`config.mk`:
```
export PLATFORM = sky130hd
export DESIGN_NAME = mac_result_collector_flat
export DESIGN_NICKNAME = d
export VERILOG_FILES = /design/src/rtl/mac_result_collector_if.sv /design/src/rtl/mac_result_collector.sv /design/src/flat_wrapper.sv
export SDC_FILE = /design/constraint.sdc
export NUM_CORES = 1
export LEC_CHECK = 0
export ABC_AREA = 1
export ABC_CLOCK_PERIOD_IN_PS = 1140
export CAP_MARGIN = 20
export CELL_PAD_IN_SITES_DETAIL_PLACEMENT = 1
export CELL_PAD_IN_SITES_GLOBAL_PLACEMENT = 1
export CORE_ASPECT_RATIO = 1.2
export CORE_UTILIZATION = 33
export DETAILED_ROUTE_END_ITERATION = 7
export PLACE_DENSITY_LB_ADDON = 0.1
export SLEW_MARGIN = 20
export SYNTH_ARGS = -nofsm -noshare
export SYNTH_HDL_FRONTEND = slang
export SYNTH_SLANG_ARGS = --single-unit
```
`constraint.sdc`:
```
create_clock -name clk -period 1.14 [get_ports clk]
set_input_delay 0.228 -clock clk [delete_from_list [all_inputs] [get_ports clk]]
set_output_delay 0.228 -clock clk [all_outputs]
set_load 0.02 [all_outputs]
```
`src/rtl/mac_result_collector_if.sv`:
```
// Result handshake between the MAC result collector and its downstream consumer.
interface mac_result_collector_if;
    logic        out_valid;
    logic        out_ready;
    logic [15:0] out_data;
    logic        sat_flag;

    modport master (output out_valid, output out_data, output sat_flag, input out_ready);
    modport slave  (input out_valid, input out_data, input sat_flag, output out_ready);
endinterface

```
`src/rtl/mac_result_collector.sv`:
```
// Counts operand pairs of one dot-product job, waits for the MAC pipeline to drain,
// then holds the captured accumulator on a valid/ready handshake with status flags.
module mac_result_collector #(
    parameter int unsigned N_PAIRS      = 10,
    parameter int unsigned DRAIN_CYCLES = 5
) (
    input  logic                          clk,
    input  logic                          rst,
    input  logic                          start,
    input  logic                          in_valid,
    input  logic [15:0]                   mac_result,
    mac_result_collector_if.master        res_if,
    output logic                          err_flag,
    output logic                          busy,
    output logic [7:0]                    job_cnt
);

    localparam int unsigned DATA_W = 16;
    localparam int unsigned CNT_W  = 8;
    localparam int unsigned DRN_W  = 4;

    typedef enum logic [1:0] {S_IDLE, S_COUNT, S_DRAIN, S_HOLD} state_t;

    state_t              r_state,     w_state_nxt;
    logic [CNT_W-1:0]    r_pair_cnt,  w_pair_cnt_nxt;
    logic [DRN_W-1:0]    r_drain_cnt, w_drain_cnt_nxt;
    logic                r_out_valid, w_out_valid_nxt;
    logic [DATA_W-1:0]   r_out_data,  w_out_data_nxt;
    logic                r_sat,       w_sat_nxt;
    logic                r_err,       w_err_nxt;
    logic                r_busy,      w_busy_nxt;
    logic [CNT_W-1:0]    r_job_cnt,   w_job_cnt_nxt;

    logic w_last_pair;
    logic w_drain_done;
    logic w_xfer;
    logic w_sat_c;

    assign w_last_pair  = in_valid && (r_pair_cnt == CNT_W'(N_PAIRS - 1));
    assign w_drain_done = (r_drain_cnt == DRN_W'(DRAIN_CYCLES));
    assign w_xfer       = r_out_valid && res_if.out_ready;
    assign w_sat_c      = (mac_result == 16'h7FFF) || (mac_result == 16'h8001);

    // State register
    always_ff @(posedge clk or negedge rst) begin
        if (!rst) r_state <= S_IDLE;
        else      r_state <= w_state_nxt;
    end

    // Next-state logic
    always_comb begin
        w_state_nxt = r_state;
        case (r_state)
            S_IDLE:  if (start)        w_state_nxt = S_COUNT;
            S_COUNT: if (w_last_pair)  w_state_nxt = S_DRAIN;
            S_DRAIN: if (w_drain_done) w_state_nxt = S_HOLD;
            S_HOLD:  if (w_xfer)       w_state_nxt = S_IDLE;
            default:                   w_state_nxt = S_IDLE;
        endcase
    end

    // Output / datapath next values; in_valid outside COUNT only matters once a job is open
    always_comb begin
        w_pair_cnt_nxt  = r_pair_cnt;
        w_drain_cnt_nxt = r_drain_cnt;
        w_out_valid_nxt = r_out_valid;
        w_out_data_nxt  = r_out_data;
        w_sat_nxt       = r_sat;
        w_err_nxt       = r_err;
        w_job_cnt_nxt   = r_job_cnt;
        case (r_state)
            S_IDLE: begin
                if (start) begin
                    w_pair_cnt_nxt = '0;
                    w_err_nxt      = 1'b0;
                end
            end
            S_COUNT: begin
                if (in_valid) begin
                    w_pair_cnt_nxt = r_pair_cnt + CNT_W'(1);
                    if (w_last_pair) w_drain_cnt_nxt = DRN_W'(1);
                end
            end
            S_DRAIN: begin
                if (in_valid) w_err_nxt = 1'b1;
                if (w_drain_done) begin
                    w_out_data_nxt  = mac_result;
                    w_sat_nxt       = w_sat_c;
                    w_out_valid_nxt = 1'b1;
                end else begin
                    w_drain_cnt_nxt = r_drain_cnt + DRN_W'(1);
                end
            end
            S_HOLD: begin
                if (in_valid) w_err_nxt = 1'b1;
                if (w_xfer) begin
                    w_out_valid_nxt = 1'b0;
                    w_job_cnt_nxt   = r_job_cnt + CNT_W'(1);
                end
            end
            default: ;
        endcase
        w_busy_nxt = (w_state_nxt != S_IDLE);
    end

    // Datapath and output registers
    always_ff @(posedge clk or negedge rst) begin
        if (!rst) begin
            r_pair_cnt  <= '0;
            r_drain_cnt <= '0;
            r_out_valid <= 1'b0;
            r_out_data  <= '0;
            r_sat       <= 1'b0;
            r_err       <= 1'b0;
            r_busy      <= 1'b0;
            r_job_cnt   <= '0;
        end else begin
            r_pair_cnt  <= w_pair_cnt_nxt;
            r_drain_cnt <= w_drain_cnt_nxt;
            r_out_valid <= w_out_valid_nxt;
            r_out_data  <= w_out_data_nxt;
            r_sat       <= w_sat_nxt;
            r_err       <= w_err_nxt;
            r_busy      <= w_busy_nxt;
            r_job_cnt   <= w_job_cnt_nxt;
        end
    end

    assign res_if.out_valid = r_out_valid;
    assign res_if.out_data  = r_out_data;
    assign res_if.sat_flag  = r_sat;
    assign err_flag         = r_err;
    assign busy             = r_busy;
    assign job_cnt          = r_job_cnt;

endmodule

```
`src/flat_wrapper.sv`:
```
// flat-port wrapper written by rule: the top's interface ports become plain ports
module mac_result_collector_flat 
#(
    parameter int unsigned N_PAIRS      = 10,
    parameter int unsigned DRAIN_CYCLES = 5
)
  (clk, rst, start, in_valid, mac_result, err_flag, busy, job_cnt, res_if_out_valid, res_if_out_data, res_if_sat_flag, res_if_out_ready);
  mac_result_collector_if res_if_i ();
  input  logic clk;
  input  logic rst;
  input  logic start;
  input  logic in_valid;
  input  logic [15:0] mac_result;
  output logic err_flag;
  output logic busy;
  output logic [7:0] job_cnt;
  output wire logic [$bits(res_if_i.out_valid)-1:0] res_if_out_valid;
  output wire logic [$bits(res_if_i.out_data)-1:0] res_if_out_data;
  output wire logic [$bits(res_if_i.sat_flag)-1:0] res_if_sat_flag;
  input wire logic [$bits(res_if_i.out_ready)-1:0] res_if_out_ready;
  assign res_if_out_valid = res_if_i.out_valid;
  assign res_if_out_data = res_if_i.out_data;
  assign res_if_sat_flag = res_if_i.sat_flag;
  assign res_if_i.out_ready = res_if_out_ready;
  mac_result_collector #(.N_PAIRS(N_PAIRS), .DRAIN_CYCLES(DRAIN_CYCLES)) u_core (.clk(clk), .rst(rst), .start(start), .in_valid(in_valid), .mac_result(mac_result), .res_if(res_if_i), .err_flag(err_flag), .busy(busy), .job_cnt(job_cnt));
endmodule
```
### After elaboration in Yosys (flattened, before gate mapping)

Index checks and enable logic that the tools add are counted.

* register bits: 42
* output and inout port bits: 28
* input bits: 21

* equal/unequal tests: 14
* mux-type cells: 18
* reductions and logical operators: 16
* add/sub/neg operators: 3

Operators by type and width (count)
* 8-bit by 1-bit adder with 8-bit output (second input constant): 2
* 16-bit by 15-bit == test with 1-bit output (second input constant): 1
* 16-bit == test (second input constant): 1
* 8-bit 2-to-1 mux: 2
* 8-bit case mux with 2 select lines: 1
* 4-bit 2-to-1 mux: 3
* 2-bit nonzero test: 5
* 3-bit AND reduction: 3
* 8-bit by 4-bit == test with 1-bit output (second input constant): 1
* 2-bit 2-to-1 mux: 4
* 2-bit by 1-bit != test with 1-bit output (second input constant): 4
* 2-bit case mux with 4 select lines: 1
* 4-bit case mux with 2 select lines: 1
* 2-bit != test (second input constant): 3
* 4-bit by 1-bit adder with 4-bit output (second input constant): 1
* 2-bit == test (second input constant): 2
* 4-bit by 3-bit == test with 1-bit output (second input constant): 1
* 1-bit 2-to-1 mux: 4
* 1-bit case mux with 2 select lines: 2
* 2-bit AND reduction: 2
* 4-bit AND reduction: 1
* 2-bit by 1-bit == test with 1-bit output (second input constant): 1
* 1-bit logical AND: 2
* 2-bit logical NOT: 1
* other kinds (2): 2

### Logic depth before layout (Yosys ltp)

* word-level depth: 5
* mapped depth: 9
* gate-level depth less buffers: 9

### Worst setup path before layout

OpenSTA, ideal clock, no wires.

* path type: register to register
* from: reg u_core.r_pair_cnt[1]
* to: reg u_core.r_drain_cnt[3]
* stages on the path, launching flop included: 10
* clock period less this slack: 1.244 ns
* slack: -0.104 ns
* data required time: 1.022 ns
* arrival time: 1.126 ns
* setup time: 0.118 ns
* path through: dfrtp_1 > inv_1 > ha_1 > nand2_1 > nor2_1 > nand2_1 > nand2_1 > nand3_1 > nand2_1 > nand2_1

* longest elaborated chain between the ends: 4

Ends and longest elaborated chain
* from (decl): line mac_result_collector.sv:25 `logic [CNT_W-1:0] r_pair_cnt, w_pair_cnt_nxt;`
* from (signal assigned): line mac_result_collector.sv:118 `r_pair_cnt <= w_pair_cnt_nxt;`
* 8-bit by 4-bit == test with 1-bit output: line mac_result_collector.sv:39 `assign w_last_pair = in_valid && (r_pair_cnt == CNT_W'(N_PAIRS - 1));`
* 1-bit logical AND: line mac_result_collector.sv:39
* 2-bit by 1-bit != test with 1-bit output (no source line)
* 4-bit AND reduction (no source line)
* to (signal assigned): line mac_result_collector.sv:119 `r_drain_cnt <= w_drain_cnt_nxt;`
* to (decl): line mac_result_collector.sv:26 `logic [DRN_W-1:0] r_drain_cnt, w_drain_cnt_nxt;`

No other way between the ends.
A chain may end at the register's enable or synchronous reset.

### Worst setup path in the final report

* from: reg u_core.r_state[1]
* to: reg u_core.r_pair_cnt[2]

* longest elaborated chain between the ends: 3
* elaborated cells between the ends (all ways): 7

Ends and longest elaborated chain
* from (decl): line mac_result_collector.sv:24 `state_t r_state, w_state_nxt;`
* from (signal assigned): line mac_result_collector.sv:47 `else r_state <= w_state_nxt;`
* 2-bit by 1-bit == test with 1-bit output or 2-bit logical NOT (tied branches): line mac_result_collector.sv:71 `case (r_state)`
* 2-bit != test (no source line) or 2-bit nonzero test (tied branches)
* 3-bit AND reduction (no source line)

Several ways; a longest one is shown, not always the timed one.

==> results.py <==
metrics = {
    "run_status": {
        "status": "complete, but fails checks",
        "violations": "setup timing",
    },
    "pwr": {
        "switching_power_uw": 2360,
        "intPower_uw": 3840,
        "swShare_pct": 38.1,
        "pwr-share-clk_pct": 19.5,
        "combPwrFrac_pct": 48.3,
        "powerDensity_mw_per_mm2": 1780,
        "peakVddDrop_v": 0.000641,
        "leakagePower_uw": 0.00173,
        "p_seq_share_pct": 32.2,
    },
    "synth": {
        "syn_nets": 300,
        "syn_inst": 274,
        "yosys-top-cells-area": "dfrtp_1 (49%), nand2_1 (17%), inv_1 (5.9%)",
        "yosys_warnings": 0,
        "synth_edf_count": 0,
        "async_flop_share_pct": 100,
        "synth_flop_cell": "dfrtp_1",
        "ys_seq_elements": 42,
        "yosys.area.top_type": "dfrtp_1",
        "ys_seq_area_share_pct": 49.0,
        "synth_commonest_cells": "nand2_1 (98), dfrtp_1 (42), inv_1 (34)",
        "syn_area_sq_mm": 0.00215,
        "ys_types": 23,
        "synth_area_per_cell_sq_um": 7.83,
        "synth_top_area_share_pct": 49.0,
        "synth.most_common_cell": "nand2_1",
    },
    "layout": {
        "fin_nets": 414,
        "fillerInstances": 737,
        "num_antenna_cells": 0,
        "utilization_pct": 56.6,
        "syn_to_final_growth_pct": 62.7,
        "drive_gt1_share_pct": 41.1,
        "design_area_sq_mm": 0.00349,
    },
    "floorplanning": {
        "start_util_pct": 34.8,
        "dieArea_sq_mm": 0.00683,
        "core_sq_mm": 0.00617,
        "die_h_um": 90.3,
        "die_w_um": 75.6,
        "rows": 31,
        "num_io_pins": 49,
    },
    "timing": {
        "setup_viol": 37,
        "min_period_ns": 1.36,
        "worstMarginPinSlew_ns": 0.239,
        "skew_ns": 0.0110,
        "slew_violations": 0,
        "setup_ws_ns": -0.220,
        "max_freq_ghz": 0.735,
        "period_share_pct": 119,
        "setup_tns_ns": -6.34,
        "maxSlewHeadroom_pct": 84.0,
        "hold_viol_final": 0,
        "rsz0062_at_grt": "true",
    },
    "placed_design": {
        "dpl-instance-area_sq_mm": 0.00309,
        "hpwlAfterDp_um": 4610,
        "place_congestion": 0.792,
        "port_buffers": 48,
    },
    "worst_setup_path": {
        "r2r-end": "u_core.r_pair_cnt[2]",
        "path_max_fanout": 6,
        "rrSetupSlack_ns": -0.22,
        "start_kind": "flop",
        "cp.arrival_ns": 1.55,
        "worstReg2RegStart": "u_core.r_state[1]",
        "reg2reg_depth": 8,
        "critical_path_class": "reg -> reg",
        "worstPathRequired_ns": 1.33,
        "worst_setup_path_end_kind": "flop",
    },
    "routing": {
        "drtIter0Drc": 53,
        "vias": 2252,
        "drt_wl_total_um": 7110,
        "detail-route-antenna-nets": 0,
        "dr.pass1.iters": 4,
        "wl_per_cell_um": 15.1,
        "via_per_inst": 4.78,
        "drc": 0,
    },
    "grt": {
        "gr-total-overflow": 0,
        "antenna_found_initial": 0,
        "grt_usage_pct": 21.2,
        "grt_pass1_wl_um": 10900,
        "grt_max_degree": 43,
        "grt_pass1_vias": 2419,
    },
    "clocking": {
        "clk_latency_ns": 0.30,
        "clkTransAtPathRegs_ns": 0.09,
        "cts.sinks": 42,
        "cts_tree": "done",
        "htreeDepth": 2,
        "cts_made_buffers": 5,
        "clockBufferDepth": 2,
        "root_buffer": "clkbuf_8",
    },
    "run": {
        "cap_violations": 0,
    },
    "min_path": {
        "min_path_type": "in -> async",
    },
}
-- kinds of logic (layout without fill, tap and decap cells) --
group           Yosys count  after routing  synth area share, %
buf+inv                  42            155                 7.99
flops                    42             42                 49.0
compound gates           20             20                 4.78
xor+xnor                  5              5                 2.04
simple gates            160            162                 33.3
fa+ha+maj                 5              5                 2.92
-- final cells by class --
cell class | count | area [sq um] | area share (%)
multi-input cells | 192 | 1190 | 34.1
inverters | 38 | 154 | 4.41
repair buffers | 109 | 877 | 25.1
clock buffers | 6 | 72.6 | 2.08
flip-flops and latches | 42 | 1060 | 30.3
clock inverters | 2 | 37.5 | 1.07
well taps | 82 | 103 | 2.94
-- metal layers --
| metal | global-route usage, % | vias up | wire, um |
|---|---|---|---|
| met3 | 4.35 | 9 | 215 |
| met2 | 38.2 | 47 | 3930 |
| met1 | 23.5 | 1100 | 2840 |
| met5 | 0 | - | 0 |
| met4 | 8.02 | 0 | 119 |
| li1 | - | 1096 | - |
-- critical path, cell delays in order (launching register included) --
cell and delay, ns:
dfrtp_1 0.43, buf_6 0.14, nor2_4 0.15, nand2_4 0.11
buf_12 0.14, nand2_8 0.10, nand3_2 0.06, nand2_1 0.07
nor2_1 0.04
-- flip-flops by register name (all words and copies together) (netlist names) --
name,flops
u_core.busy,1
u_core.err_flag,1
u_core.job_cnt,8
u_core.r_drain_cnt,4
u_core.r_pair_cnt,8
u_core.r_state,2
u_core.res_if.out_data,16
u_core.res_if.out_valid,1
u_core.res_if.sat_flag,1
-- power groups by stage --
stage	clock (uW)	combinational [uW]	sequential (uW)
final	1210	3000	2000
after global routing	1300	3270	2040
after CTS	1240	2620	1970
after detailed placement	0	2210	1970
after global placement	0	2150	1950
after floorplan	0	835	2170
-- how the worst max path moves through the flow --
stage	end	slack (ns)	cells after the start	start
finish	u_core.r_pair_cnt[2]	-0.22	8	u_core.r_state[1]
CTS	u_core.r_drain_cnt[3]	-0.19	9	u_core.r_pair_cnt[1]
detailed placement	u_core.r_drain_cnt[1]	-0.37	8	in_valid
global route	u_core.r_drain_cnt[1]	-0.29	9	u_core.r_pair_cnt[1]
global placement	u_core.r_drain_cnt[1]	-0.32	8	in_valid
floorplan	u_core.r_drain_cnt[0]	-0.07	7	u_core.r_drain_cnt[0]
-- through the flow --
step | power (uW) | worst slack (ns) | hold slack, ns | instances
2_1_floorplan | 3010 | -0.0652 | -0.0676 | 274
3_3_place_gp | 4100 | -0.322 | 0.225 | 447
3_5_place_dp | 4180 | -0.374 | 0.225 | 447
4_1_cts | 5820 | -0.187 | 0.428 | 467
5_1_grt | 6610 | -0.294 | 0.478 | 471
6_report | 6210 | -0.220 | 0.437 | 471
-- cells in the final DEF, fill, tap and decap left out, drive strengths merged --
master	instances
a21oi	4
and3	1
buf	89
bufinv	1
clkbuf	6
clkdlybuf4s50	19
clkinv	1
clkinvlp	1
dfrtp	42
dlygate4sd3	1
ha	5
inv	37
nand2	101
nand3	21
nand3b	3
nand4	14
nor2	22
o21ai	15
o21bai	1
xnor2	4
xor2	1
-- timing repair --
item	in CTS	in global routing
gates resized for setup	145	49
endpoints found under the hold margin	42	0
buffers inserted	9	5
pin swaps	11	19
endpoints found under the setup margin	66	43
cloned	2	0
hold buffers	1	0
Note: power is estimated with default switching activity, not from simulation.
==> RTL edit, RTL diff (config.mk and constraints unchanged) <==
Re-encode `state_t` (4 states) as one-hot, 4 bits wide.
--- a/src/rtl/mac_result_collector.sv
+++ b/src/rtl/mac_result_collector.sv
@@ -19,7 +19,7 @@
     localparam int unsigned CNT_W  = 8;
     localparam int unsigned DRN_W  = 4;
 
-    typedef enum logic [1:0] {S_IDLE, S_COUNT, S_DRAIN, S_HOLD} state_t;
+    typedef enum logic [3:0] {S_IDLE = 4'b0001, S_COUNT = 4'b0010, S_DRAIN = 4'b0100, S_HOLD = 4'b1000} state_t;
 
     state_t              r_state,     w_state_nxt;
     logic [CNT_W-1:0]    r_pair_cnt,  w_pair_cnt_nxt;
Behaviour: no difference found for any inputs over 10 cycles, from zero or initial values and one cycle with rst low; not proved beyond that.
==> RTL edit against the original RTL <==
The run still ends with setup timing left. Sequential cell count is 2 higher. Critical endpoint is now u_core.r_drain_cnt[3]. Maximum frequency rose by 0.94%. Largest cell class unchanged. Final area rose by 5.7%. Wire length fell by 0.69%. Setup slack better by 0.013 ns. Critical path type unchanged. Area after synthesis grew 9.6%. Sequential share of layout area is 0.29 points lower.
Power is not compared: it rests on default switching activity, and its combinational part moved more than twofold at a synthesized area within 25%.
==> RTL edit: results (changes against the original RTL) <==
antenna violations before repair 0 (unchanged); CTS clk-pin slew, worst paths 0.09 ns (about the same); final worst setup slack -0.208 ns (was -0.220 ns); Synth top cells by count nand2_1, dfrtp_1, inv_1, nor2_1, nand3_1 (was nand2_1, dfrtp_1, inv_1, nand3_1, nor2_1); # fillers 846 (was 737); DR vias/cell 4.62 (was 4.78); Fin Setup TNS -6.83 ns (was -6.34 ns); family with the most delay on the worst path simple AND/OR/NAND/NOR gates (unchanged); Area contributors post-synth dfrtp_1, nand2_1, inv_1, nor2_1, nand3_1 (was dfrtp_1, nand2_1, inv_1, nand3_1, nand4_1); first-pass GRT wire length 10.6 mm (was 10.9 mm); Seq. pwr roughly 1.7 mW; sequential cell area fraction in the yosys report 0.469 (was 0.490); failing checks setup timing (unchanged); dpl ws -0.327 ns (was -0.374 ns); Avg Inst Size Synth 7.73 sq um (was 7.83 sq um); CP endpoint u_core.r_drain_cnt[3] (was u_core.r_pair_cnt[2]); outcome finished, violations left (unchanged); Final nets 446 (was 414); Synth Area in Compound Gates 0.0367 (was 0.0478); Unique masters post-synth 30 (was 23); Overall Global Routing Usage 0.182 (was 0.212); Yosys Warn Count 0 (unchanged); Routability Congestion 0.766 (was 0.792); Layout Skew 0.00856 ns (was 0.0110 ns); Initial DRC Count 74 (was 53); Final setup viols 43 (was 37); port buffer count 48 (unchanged); Synth Area in Adders 0.0266 (was 0.0292); drt wl/cell 13.9 um (was 15.1 um); layout cells sized above 1 0.423 (was 0.411); vias 2,346 (was 2,252); proportion of synthesized area in mux cells 0 (unchanged); Detailed Place HPWL 4.70 mm (was 4.61 mm); xor and xnor area share after synthesis 0.0287 (was 0.0204); Placement Cell Area 0.00335 sq mm (was 0.00309 sq mm); Fin Hold WS 0.440 ns (was 0.437 ns); vias in the first global route 2,374 (was 2,419); max_slew headroom 0.826 (was 0.840); Int Power 3.11 mW; r2r worst-path depth 6 (was 8); post-synthesis net count 330 (was 300); largest net degree at the start of global routing 45 (was 43); Num CTS Buffers 5 (unchanged); DP Cell Count 488 (was 447); Worst Path Max Fanout 7 (was 6)
## RTL edit: per-layer routing
layer | track usage | vias up | wire length [um]
met5 | 0 | - | 0
met4 | 0.0485 | 0 | 82
met3 | 0.0406 | 9 | 247
met2 | 0.353 | 39 | 4010
met1 | 0.195 | 1130 | 2720
li1 | - | 1168 | -
## RTL edit: timing repair
item                                    in CTS  in global routing
pin swaps                                    6                 19
hold buffers                                 1                  0
gates cloned                                 0                  0
gates resized for setup                    131                 59
endpoints found under the setup margin      72                 45
hold endpoints to repair                    43                  0
setup buffers                                1                 10
## RTL edit: layout make-up
type | instances | area [sq um] | share of cell area
repair buffers | 113 | 897 | 0.243
clock buffers | 7 | 96.3 | 0.0261
flip-flops and latches | 44 | 1110 | 0.300
well taps | 87 | 109 | 0.0295
multi-input cells | 221 | 1310 | 0.354
clock inverters | 1 | 30.0 | 0.00813
inverters | 35 | 146 | 0.0396
